[src/rtl/custom_stage_reorder.sv]
// Stage-to-address reorder buffer: collects one 25-word frame in stage order
// and replays it in ascending memory-address order for the linear SRAM writer.
module custom_stage_reorder #(
    parameter int unsigned DATA_W = 8,
    parameter int unsigned CNT_W  = 5,
    parameter int unsigned ADDR_W = 6
) (
    input  logic              clk,
    input  logic              rst_n,
    input  logic              in_valid,
    output logic              in_ready,
    input  logic [DATA_W-1:0] in_data,
    input  logic              in_last,
    output logic              out_valid,
    input  logic              out_ready,
    output logic [DATA_W-1:0] out_data,
    output logic [ADDR_W-1:0] out_addr,
    output logic              out_last,
    output logic              frame_err
);

    localparam int unsigned FRAME_LEN = 25;
    localparam logic [CNT_W-1:0] LAST_IDX = CNT_W'(FRAME_LEN - 1);
    localparam logic [CNT_W-1:0] PRE_LAST_IDX = CNT_W'(FRAME_LEN - 2);

    typedef enum logic {
        FILL  = 1'b0,
        DRAIN = 1'b1
    } state_t;

    state_t             state;
    logic [CNT_W-1:0]   wr_cnt;
    logic [CNT_W-1:0]   rd_addr;
    logic [DATA_W-1:0]  mem [FRAME_LEN];

    // Address -> stage that produced the word destined for that address.
    function automatic logic [CNT_W-1:0] inv(input logic [CNT_W-1:0] addr);
        logic [CNT_W-1:0] cnt;
        case (int'(addr))
            0, 1, 2, 3:          cnt = addr;
            4:                   cnt = CNT_W'(10);
            5:                   cnt = CNT_W'(12);
            6:                   cnt = CNT_W'(14);
            7:                   cnt = CNT_W'(17);
            8:                   cnt = CNT_W'(19);
            9:                   cnt = CNT_W'(4);
            10:                  cnt = CNT_W'(5);
            11:                  cnt = CNT_W'(6);
            12:                  cnt = CNT_W'(7);
            13:                  cnt = CNT_W'(8);
            14:                  cnt = CNT_W'(9);
            15:                  cnt = CNT_W'(11);
            16:                  cnt = CNT_W'(13);
            17:                  cnt = CNT_W'(15);
            18:                  cnt = CNT_W'(16);
            19:                  cnt = CNT_W'(18);
            20, 21, 22, 23, 24:  cnt = addr;
            default:             cnt = '0;
        endcase
        return cnt;
    endfunction

    // Frame storage; every entry is rewritten before it is read, so no reset.
    always_ff @(posedge clk) begin
        if (state == FILL && in_valid) begin
            mem[wr_cnt] <= in_data;
        end
    end

    // Control FSM with registered handshake, last and error outputs.
    always_ff @(posedge clk or negedge rst_n) begin
        if (!rst_n) begin
            state     <= FILL;
            wr_cnt    <= '0;
            rd_addr   <= '0;
            in_ready  <= 1'b1;
            out_valid <= 1'b0;
            out_last  <= 1'b0;
            frame_err <= 1'b0;
        end else begin
            case (state)
                FILL: begin
                    if (in_valid) begin
                        if (in_last != (wr_cnt == LAST_IDX)) begin
                            frame_err <= 1'b1;
                        end
                        if (wr_cnt == LAST_IDX) begin
                            wr_cnt    <= '0;
                            state     <= DRAIN;
                            in_ready  <= 1'b0;
                            out_valid <= 1'b1;
                            out_last  <= 1'b0;
                        end else begin
                            wr_cnt <= wr_cnt + CNT_W'(1);
                        end
                    end
                end
                DRAIN: begin
                    if (out_ready) begin
                        if (rd_addr == LAST_IDX) begin
                            rd_addr   <= '0;
                            state     <= FILL;
                            in_ready  <= 1'b1;
                            out_valid <= 1'b0;
                            out_last  <= 1'b0;
                        end else begin
                            rd_addr  <= rd_addr + CNT_W'(1);
                            out_last <= (rd_addr == PRE_LAST_IDX);
                        end
                    end
                end
                default: begin
                    state <= FILL;
                end
            endcase
        end
    end

    assign out_addr = ADDR_W'(rd_addr);
    assign out_data = out_valid ? mem[inv(rd_addr)] : '0;

endmodule
[config.mk]
export PLATFORM = sky130hd
export DESIGN_NAME = custom_stage_reorder
export DESIGN_NICKNAME = d
export VERILOG_FILES = /design/src/rtl/custom_stage_reorder.sv
export SDC_FILE = /design/constraint.sdc
export NUM_CORES = 1
export LEC_CHECK = 0
export CAP_MARGIN = 20
export CELL_PAD_IN_SITES_DETAIL_PLACEMENT = 0
export CELL_PAD_IN_SITES_GLOBAL_PLACEMENT = 2
export CORE_AREA = 2 2 142 144
export DETAILED_ROUTE_END_ITERATION = 12
export DIE_AREA = 0 0 144 146
export HOLD_SLACK_MARGIN = 0.05
export PLACE_DENSITY = 0.91
export REMOVE_ABC_BUFFERS = 1
export SLEW_MARGIN = 20
export SYNTH_ARGS = -nofsm -noshare
export SYNTH_HDL_FRONTEND = slang
export SYNTH_SLANG_ARGS = --single-unit
[constraint.sdc]
create_clock -name clk -period 8.39 [get_ports clk]
set_input_delay 0.839 -clock clk [delete_from_list [all_inputs] [get_ports clk]]
set_output_delay 0.839 -clock clk [all_outputs]
set_load 0.01 [all_outputs]
* Yosys cells after proc, flatten, opt, wreduce, memory -nomap -nowiden *
Memories as Yosys holds them, arrays and structs flattened.
Cells that the tools add are included.

storage, ports and cells
  register bits = 15
  bits in writable memories = 200
  input port bits = 13
  output and inout port bits = 18
  logic and storage cells = 73
  memories = 1

operators by class
  add/sub/neg operators = 2
  equality and inequality tests = 30
  multiplexer cells = 24
  bitwise gates (word level) = 1
  reductions and logical operators = 8

memory list
  name  depth  bits a word  read ports  clocked after Yosys merged registers in  write ports  RTL line  RTL
  mem   25     8            1           0                                        1            34        logic [DATA_W-1:0] mem [FRAME_LEN];

operator list
  kind                 count
  $pmux 5 s17          1
  $eq 5x5->1 const B   10
  $eq 5x4->1 const B   8
  $eq 5x3->1 const B   4
  $mux 1               16
  $add 5x1->5 const B  2
  $eq 5x2->1 const B   2
  $mux 5               2
  $reduce_or 9->1      1
  $mux 8               1
  $pmux 1 s2           4
  $reduce_and 3->1     2
  $eq 5x1->1 const B   1
  $logic_not 5->1      1
  $ne 2x1->1 const B   2
  $ne 2x2->1 const B   2
  $reduce_and 2->1     2
  $reduce_and 4->1     1
  $logic_and 1x1->1    1
  $ne 1x1->1           1
  $not 1->1            1

* Depth between registers and ports, before layout *
Gate-level depths: netlist (run 1).
An unclocked memory read counts as a cell.

  depth after elaboration = 5
  depth in mapped cells = 14
  mapped depth without buffers = 10

* Least setup slack after synthesis (run 1) *
Ideal clock, no wire load.

  kind = register -> output
  start point = register rd_addr[0]
  end point = output out_data[5]
  data arrival time = 2.568 ns
  required time = 7.551 ns
  setup slack = 4.983 ns
  cell stages (with the launch flop) = 14
  buffers on the path = 3
  cell sequence = dfrtp_1 -> inv_1 -> ha_1 -> buf_2 -> and4b_1 -> buf_2 -> o31ai_4 -> o21a_2 -> buf_4 -> a21oi_1 -> a22oi_1 -> mux2i_1 -> a211oi_1 -> a21o_1

between the ends
  word-level cells in the longest chain between the ends = 5
  elaborated cells between the ends (all ways) = 29
  those cells by class = eq/ne (24); mux (2); reduce/logical (2); memory (1)

ends and longest elaborated chain
  element                                   RTL line  RTL
  from (decl)                               33        logic [CNT_W-1:0] rd_addr;
  from (signal assigned)                    107       rd_addr <= rd_addr + CNT_W'(1);
  $eq 5x5->1, or another cell as far along  39        case (int'(addr))
  $reduce_or 9->1 (no line)                 -
  $pmux 5 s17 *                             39
  $mem_v2 25x8 *                            -
  $mux 8 *                                  120       assign out_data = out_valid ? mem[inv(rd_addr)] : '0;
  to (decl)                                 16        output logic [DATA_W-1:0] out_data,

Every way passes the cells marked *; elsewhere a longest branch is shown, timed or not.

* Worst setup path in the final report (run 1) *
  start point = register rd_addr[0]
  end point = output out_data[6]

Same word-level chain as after synthesis.

==> results of run 1 <==
worst max-delay path by stage:
stage	from	slack, ns	depth (start not counted)	end
after detailed placement	rd_addr[0]	3.07	12	out_data[6]
after floorplan	rd_addr[0]	2.18	10	out_data[6]
final	rd_addr[0]	2.87	12	out_data[6]
after global placement	rd_addr[0]	3.16	12	out_data[2]
after CTS	rd_addr[0]	2.48	12	out_data[6]
after global routing	rd_addr[0]	2.56	12	out_data[6]
per-layer routing:
layer  GRT usage (%)  share of wire [%]  vias up
met5               0                  0        -
met3            3.69                7.5       34
li1                -                  -     2446
met1            25.8                 43     2563
met2            28.8                 47      182
met4            6.08                2.2        0
sequential cells by signal (all words and copies together), names as in the netlist:
register   cells
mem          200
rd_addr        5
wr_cnt         5
frame_err      1
in_ready       1
out_last       1
out_valid      1
state          1
stage by stage:
stage          power [mW]  util, %
3_3_place_gp         3.31     49.8
2_1_floorplan        2.80        -
6_report             4.44     54.2
3_5_place_dp         3.34     49.8
4_1_cts              4.43     54.0
5_1_grt              4.67     54.2
cells by family after synthesis:
group | Yosys count | synth area share [%]
compound gates | 120 | 8.76
xor+xnor | 3 | 0.287
fa+ha+maj | 9 | 1.23
buf+inv | 47 | 2.81
flops | 215 | 69.6
mux | 94 | 10.3
other cells | 1 | 0.0409
simple gates | 138 | 6.98
synthesized netlist by cell type, types with 2 or more instances:
master	instances	area, sq um
o31a_1	2	17.5
nor3_1	13	65.1
nor2b_1	6	37.5
clkbuf_1	11	41.3
nand3_1	4	20.0
edfxtp_1	200	6010
buf_2	14	70.1
o21ai_0	13	65.1
mux2i_1	94	941
a211oi_1	10	75.1
nor3_2	2	20.0
nor2_1	51	191
o31ai_1	5	37.5
or3_1	2	12.5
dfrtp_1	14	350
nand2_1	40	150
a22oi_1	15	113
buf_4	7	52.6
inv_1	9	33.8
nand2b_1	5	31.3
or3b_2	2	17.5
ha_1	9	113
and3_1	2	12.5
a21oi_1	23	115
buf_6	5	56.3
a21o_1	11	82.6
and2_1	2	12.5
or2_2	3	18.8
o22ai_1	29	181
xor2_1	2	17.5
o221ai_1	2	17.5
nand4b_1	2	17.5
cell type report:
type | instances | share of cell area [%]
Clock inverter | 16 | 2.28
Timing Repair Buffer | 37 | 3.54
Tap cell | 265 | 3.17
Multi-Input combinational cell | 365 | 24.2
Clock buffer | 24 | 5.53
Sequential cell | 215 | 61.0
Inverter | 9 | 0.323
critical path: stages, from the launching register on:
cell	delay [ns]
dfrtp_1	0.47
inv_1	0.11
ha_1	0.34
nor2_1	0.13
o31a_1	0.30
o21ai_4	0.62
buf_4	0.72
mux2i_1	0.19
mux2i_1	0.18
mux2i_1	0.10
mux2i_1	0.23
a22o_1	0.23
clkdlybuf4s50_1	0.56
power breakdown:
group / leakage, nW / internal, mW / switching, mW / total, mW
registers: 1.98 / 1.23 / 0.0707 / 1.30
clock network: 0.385 / 0.685 / 0.397 / 1.08
logic: 1.22 / 0.868 / 1.19 / 2.05
==> summary.txt, run 1 <==
Status
  – Run status: finished, final reports clean

Clock network
  – CTS buffer count: 23
  – Post-cts resize count: 0
  – Skew-Pair Late Insertion Delay: 0.51 ns
  – Clk pin slew, worst setup/hold paths: 0.06 ns
  – CTS HTree Levels: 1
  – Root Buffer: clkbuf_16
  – Clock Path Buffers: 3
  – Post-CTS Setup Bufs: 0
  – Hold buffer count at CTS: 0
  – Clk sinks: 215
  – CTS tree: done

Yosys
  – Netlist cell types: 50
  – Syn. warnings: 0
  – Avg Synthesized Cell Area: 14.6 sq um
  – Mapped cell area: 9170 sq um
  – Synth Instances: 627
  – Yosys reg bits: 215
  – Post-synthesis async set-or-reset flop share: 6.98%
  – Post-synthesis sequential area ratio: 69.6%
  – Post-synth EDFFs: 200
  – Top FF cell, synth: edfxtp_1

Finish
  – Ant. Diodes: 0
  – Most common cell after layout, fill and taps aside: edfxtp_1
  – Fillers: 1556
  – Finished Layout Cells: 931
  – Layout area overhead: 14.2%
  – Register area: 6380 sq um
  – Final instance area: 10500 sq um
  – Most frequent cells in the layout: edfxtp_1 (200), mux2i_1 (94), nor2_1 (51)
  – Multi-input gate area: 2530 sq um
  – Final net count: 673
  – Share of post-route cells with drive strength above 1: 8.11%

Timing
  – Worst Slack Setup Final: 2.87 ns
  – Fin crit period: 5.52 ns
  – Setup clock skew after layout: 0.0158 ns
  – Hold slack: 0.462 ns
  – Upper clock frequency limit: 181 MHz
  – Slew Limit Fails: 0
  – Setup repair after global routing missed its margin: no
  – Tcrit/Tclk final: 65.8%
  – Final setup vio count: 0
  – Slew headroom: 31.8%
  – Setup tns final: 0 ns
  – Hold Vio Cnt, Final: 0
  – Slew of the pin with the lowest slew margin: 1.02 ns

Setup path
  – Launching element type of the critical path: register
  – Crit path DAT: 4.69 ns
  – R2r worst-path depth: 3
  – WS Path Type: reg2out
  – R2r startpoint: state
  – CP Capture Type: output port
  – Capturing point of the worst reg2reg path: mem[15][5]
  – Crit path max fanout: 44
  – Worst R2R Setup Slack: 5.88 ns
  – Worst Path Required: 7.55 ns

Detailed routing
  – Post-Route WL: 18900 um
  – Vias: 5225
  – Post-DR wirelength/cell: 20.3 um
  – Vias per inst: 5.61
  – Initial DRT Pass Iterations: 5
  – Iteration-0 DRC Markers: 529
  – Final ANT Viol Nets: 0
  – Drt drc: 0

Job
  – Max Cap Violations: 0

Global routing
  – Initial antenna violation count: 0
  – First-pass GRT wire length: 29500 um
  – Vias in the first global route: 5390
  – All-Layer GR Usage: 18.4%
  – Total gr overflow: 0
  – Pin count of the biggest net entering global routing: 45

Placed design
  – Port Buffers: 29
  – RD Place Congestion: 0.782
  – Post-Place Worst Slack: 3.07 ns
  – Inst Count DP: 890
  – Placed cell areas: 9620 sq um
  – Dpl hpwl: 11700 um

Hold path
  – Endpoint of the worst hold path: frame_err
  – WHS Path Cells: 1
  – Worst Hold Class: reg2reg
  – Hold Startpoint: frame_err

Floorplanning
  – DIE WIDTH: 144 um
  – Die Ht: 146 um
  – Initial Utilization: 47.4%
  – # rows: 51
  – Core area: 19300 sq um
  – Die area: 21000 sq um
  – Ports: 31

Pwr
  – Power Density: 424 nW/um^2
  – Worst-case vdd ir drop: 0.000213 V
  – Leakage power: 3.59 nW
(Power assumes the default switching activity.)
==> inputs of run 2 (changes only) <==
--- a/config.mk
+++ b/config.mk
@@ -8,11 +8,11 @@
 export CAP_MARGIN = 20
 export CELL_PAD_IN_SITES_DETAIL_PLACEMENT = 0
 export CELL_PAD_IN_SITES_GLOBAL_PLACEMENT = 2
-export CORE_AREA = 2 2 142 144
+export CORE_AREA = 2 2 155 157
 export DETAILED_ROUTE_END_ITERATION = 12
-export DIE_AREA = 0 0 144 146
+export DIE_AREA = 0 0 157 159
 export HOLD_SLACK_MARGIN = 0.05
-export PLACE_DENSITY = 0.91
+export PLACE_DENSITY = 0.82
 export REMOVE_ABC_BUFFERS = 1
 export SLEW_MARGIN = 20
 export SYNTH_ARGS = -nofsm -noshare
==> constraint.sdc (replaced) <==
create_clock -name clk -period 4.7 [get_ports clk]
set_input_delay 0.47 -clock clk [delete_from_list [all_inputs] [get_ports clk]]
set_output_delay 0.47 -clock clk [all_outputs]
set_load 0.01 [all_outputs]
==> summary.txt, run 2 (synthesized netlist as in run 1, its figures left out) <==
Status
  – Run status: finished, final reports clean

Setup path
  – Capturing point of the worst reg2reg path: mem[21][6]
  – Worst R2R Setup Slack: 2.21 ns (-3.67 ns)
  – Crit path DAT: 3.99 ns (-0.70 ns)
  – R2r startpoint: state
  – Crit path max fanout: 22 (-50%)
  – Launching element type of the critical path: register
  – WS Path Type: reg2out
  – R2r worst-path depth: 3 (unchanged)
  – CP Capture Type: output port
  – Worst Path Required: 4.23 ns (-3.32 ns)

Timing
  – Final setup vio count: 0 (unchanged)
  – Tcrit/Tclk final: 94.9%
  – Setup clock skew after layout: 0.0185 ns (+0.00275 ns)
  – Upper clock frequency limit: 224 MHz
  – Slew of the pin with the lowest slew margin: 0.946 ns (-0.0734 ns)
  – Fin crit period: 4.46 ns
  – Slew headroom: 36.7% (+4.9 points)
  – Hold Vio Cnt, Final: 0 (unchanged)
  – Setup repair after global routing missed its margin: no
  – Slew Limit Fails: 0 (unchanged)

Floorplanning
  – Die area: 25000 sq um (+19%)
  – Initial Utilization: 39.5% (-7.9 points)
  – DIE WIDTH: 157 um (+9.0%)
  – Core area: 23200 sq um (+20%)
  – Ports: 31 (unchanged)
  – Die Ht: 159 um (+8.9%)
  – # rows: 56 (+9.8%)

Clock network
  – Clk sinks: 215 (unchanged)
  – CTS tree: done
  – Clock Path Buffers: 3 (unchanged)
  – CTS HTree Levels: 1 (unchanged)
  – CTS buffer count: 23 (unchanged)
  – Skew-Pair Late Insertion Delay: 0.50 ns (about the same)
  – Root Buffer: clkbuf_16
  – Clk pin slew, worst setup/hold paths: 0.06 ns (about the same)

Finish
  – Layout area overhead: 14.7%
  – Multi-input gate area: 2540 sq um (+0.40%)
  – Ant. Diodes: 0 (unchanged)
  – Final net count: 683 (+1.5%)
  – Largest regs: mem x200, rd_addr x5, wr_cnt x5
  – Register with the most flip-flops: mem
  – Share of post-route cells with drive strength above 1: 9.20% (+1.1 points)
  – Finished Layout Cells: 993 (+6.7%)
  – Most common cell after layout, fill and taps aside: edfxtp_1
  – Fillers: 2025 (+30%)
  – Most frequent cells in the layout: edfxtp_1 (200), mux2i_1 (94), nor2_1 (51)
  – Register area: 6380 sq um (about the same)
  – Number of flip-flops in the largest register: 200 (unchanged)

Global routing
  – Initial antenna violation count: 0 (unchanged)
  – Vias in the first global route: 5150 (-4.5%)
  – Total gr overflow: 0 (unchanged)
  – Pin count of the biggest net entering global routing: 39 (-13%)
  – All-Layer GR Usage: 15.5% (-2.9 points)
  – First-pass GRT wire length: 29600 um (+0.47%)

Placed design
  – RD Place Congestion: 0.842 (+7.6%)
  – Port Buffers: 29 (unchanged)
  – Dpl hpwl: 12600 um (+7.7%)
  – Inst Count DP: 951 (+6.9%)

Job
  – Max Cap Violations: 0 (unchanged)

Pwr
  – Total Power: 7.83 mW (+77%)
  – Power Density: 745 nW/um^2 (+76%)
  – Worst-case vdd ir drop: 0.000420 V (+98%)
  – Leakage power: 3.60 nW (+0.20%)

Detailed routing
  – Drt drc: 0 (unchanged)
  – Post-DR wirelength/cell: 19.5 um (-4.3%)
  – Post-Route WL: 19300 um (+2.1%)
  – Final ANT Viol Nets: 0 (unchanged)
  – Iteration-0 DRC Markers: 325 (-39%)
  – Initial DRT Pass Iterations: 4 (-1)
  – Vias: 5252 (+0.52%)
  – Vias per inst: 5.29 (-5.8%)

Hold path
  – Worst Hold Class: in2async
==> run 2: layout make-up <==
type / count / share of cell area (%)
Timing Repair Buffer: 47 / 4.32
Inverter: 9 / 0.321
Clock buffer: 26 / 5.58
Tap cell: 319 / 3.80
Sequential cell: 215 / 60.7
Clock inverter: 12 / 1.07
Multi-Input combinational cell: 365 / 24.2
==> run 2: critical path, cell delays in order, from the launching register on <==
cell and delay [ns]:
dfrtp_1 0.44, inv_1 0.09, ha_1 0.30, and4b_2 0.36, o31ai_4 0.35, o21ai_4 0.18, buf_4 0.18, buf_12 0.15
mux2i_1 0.12, a22oi_1 0.23, mux2i_1 0.13, a211oi_1 0.27, a21o_1 0.14, clkdlybuf4s50_1 0.53
==> run 2: through the flow <==
step	TNS (ns)	util [%]	hold slack [ns]	setup slack (ns)	instance area [sq um]
after global placement	0	42.1	0.443	0.677	9770
after detailed placement	0	42.1	0.448	0.593	9770
after global routing	0	45.3	0.443	0.0517	10500
after CTS	0	45.1	0.404	0.0634	10500
final	0	45.3	0.392	0.240	10500
after floorplan	-8.90	-	0.174	-1.14	8940
==> run 2: worst max-delay path by stage <==
stage | start | endpoint | slack (ns) | cells past startpoint
6_report | rd_addr[1] | out_data[5] | 0.24 | 13
5_1_grt | rd_addr[0] | out_data[6] | 0.05 | 12
4_1_cts | rd_addr[0] | out_data[6] | 0.06 | 12
3_5_place_dp | rd_addr[0] | out_data[6] | 0.59 | 12
3_3_place_gp | rd_addr[0] | out_data[6] | 0.68 | 12
2_1_floorplan | rd_addr[0] | out_data[6] | -1.14 | 10
==> run 2: timing repair <==
item	4_1_cts	5_1_grt
endpoints found under the setup margin	0	8
hold buffers	0	0
setup buffers	0	4
resized for setup	0	6
endpoints found under the hold margin	0	0
==> run 2: per-layer routing <==
layer  wire length, um  up-vias  global-route usage (%)
li1                  -     2463                       -
met1              8720     2642                    21.8
met2              9420      123                    25.1
met3               797       24                    2.04
met4               378        0                    4.80
met5                 0        -                       0
==> run 2: power breakdown <==
group          leakage [nW]  internal (mW)  switching [mW]  total, mW
Sequential             1.98           2.20           0.129       2.33
Combinational          1.27           1.68            2.14       3.82
Clock                 0.343           1.00           0.689       1.69
Total                  3.60           4.88            2.96       7.83
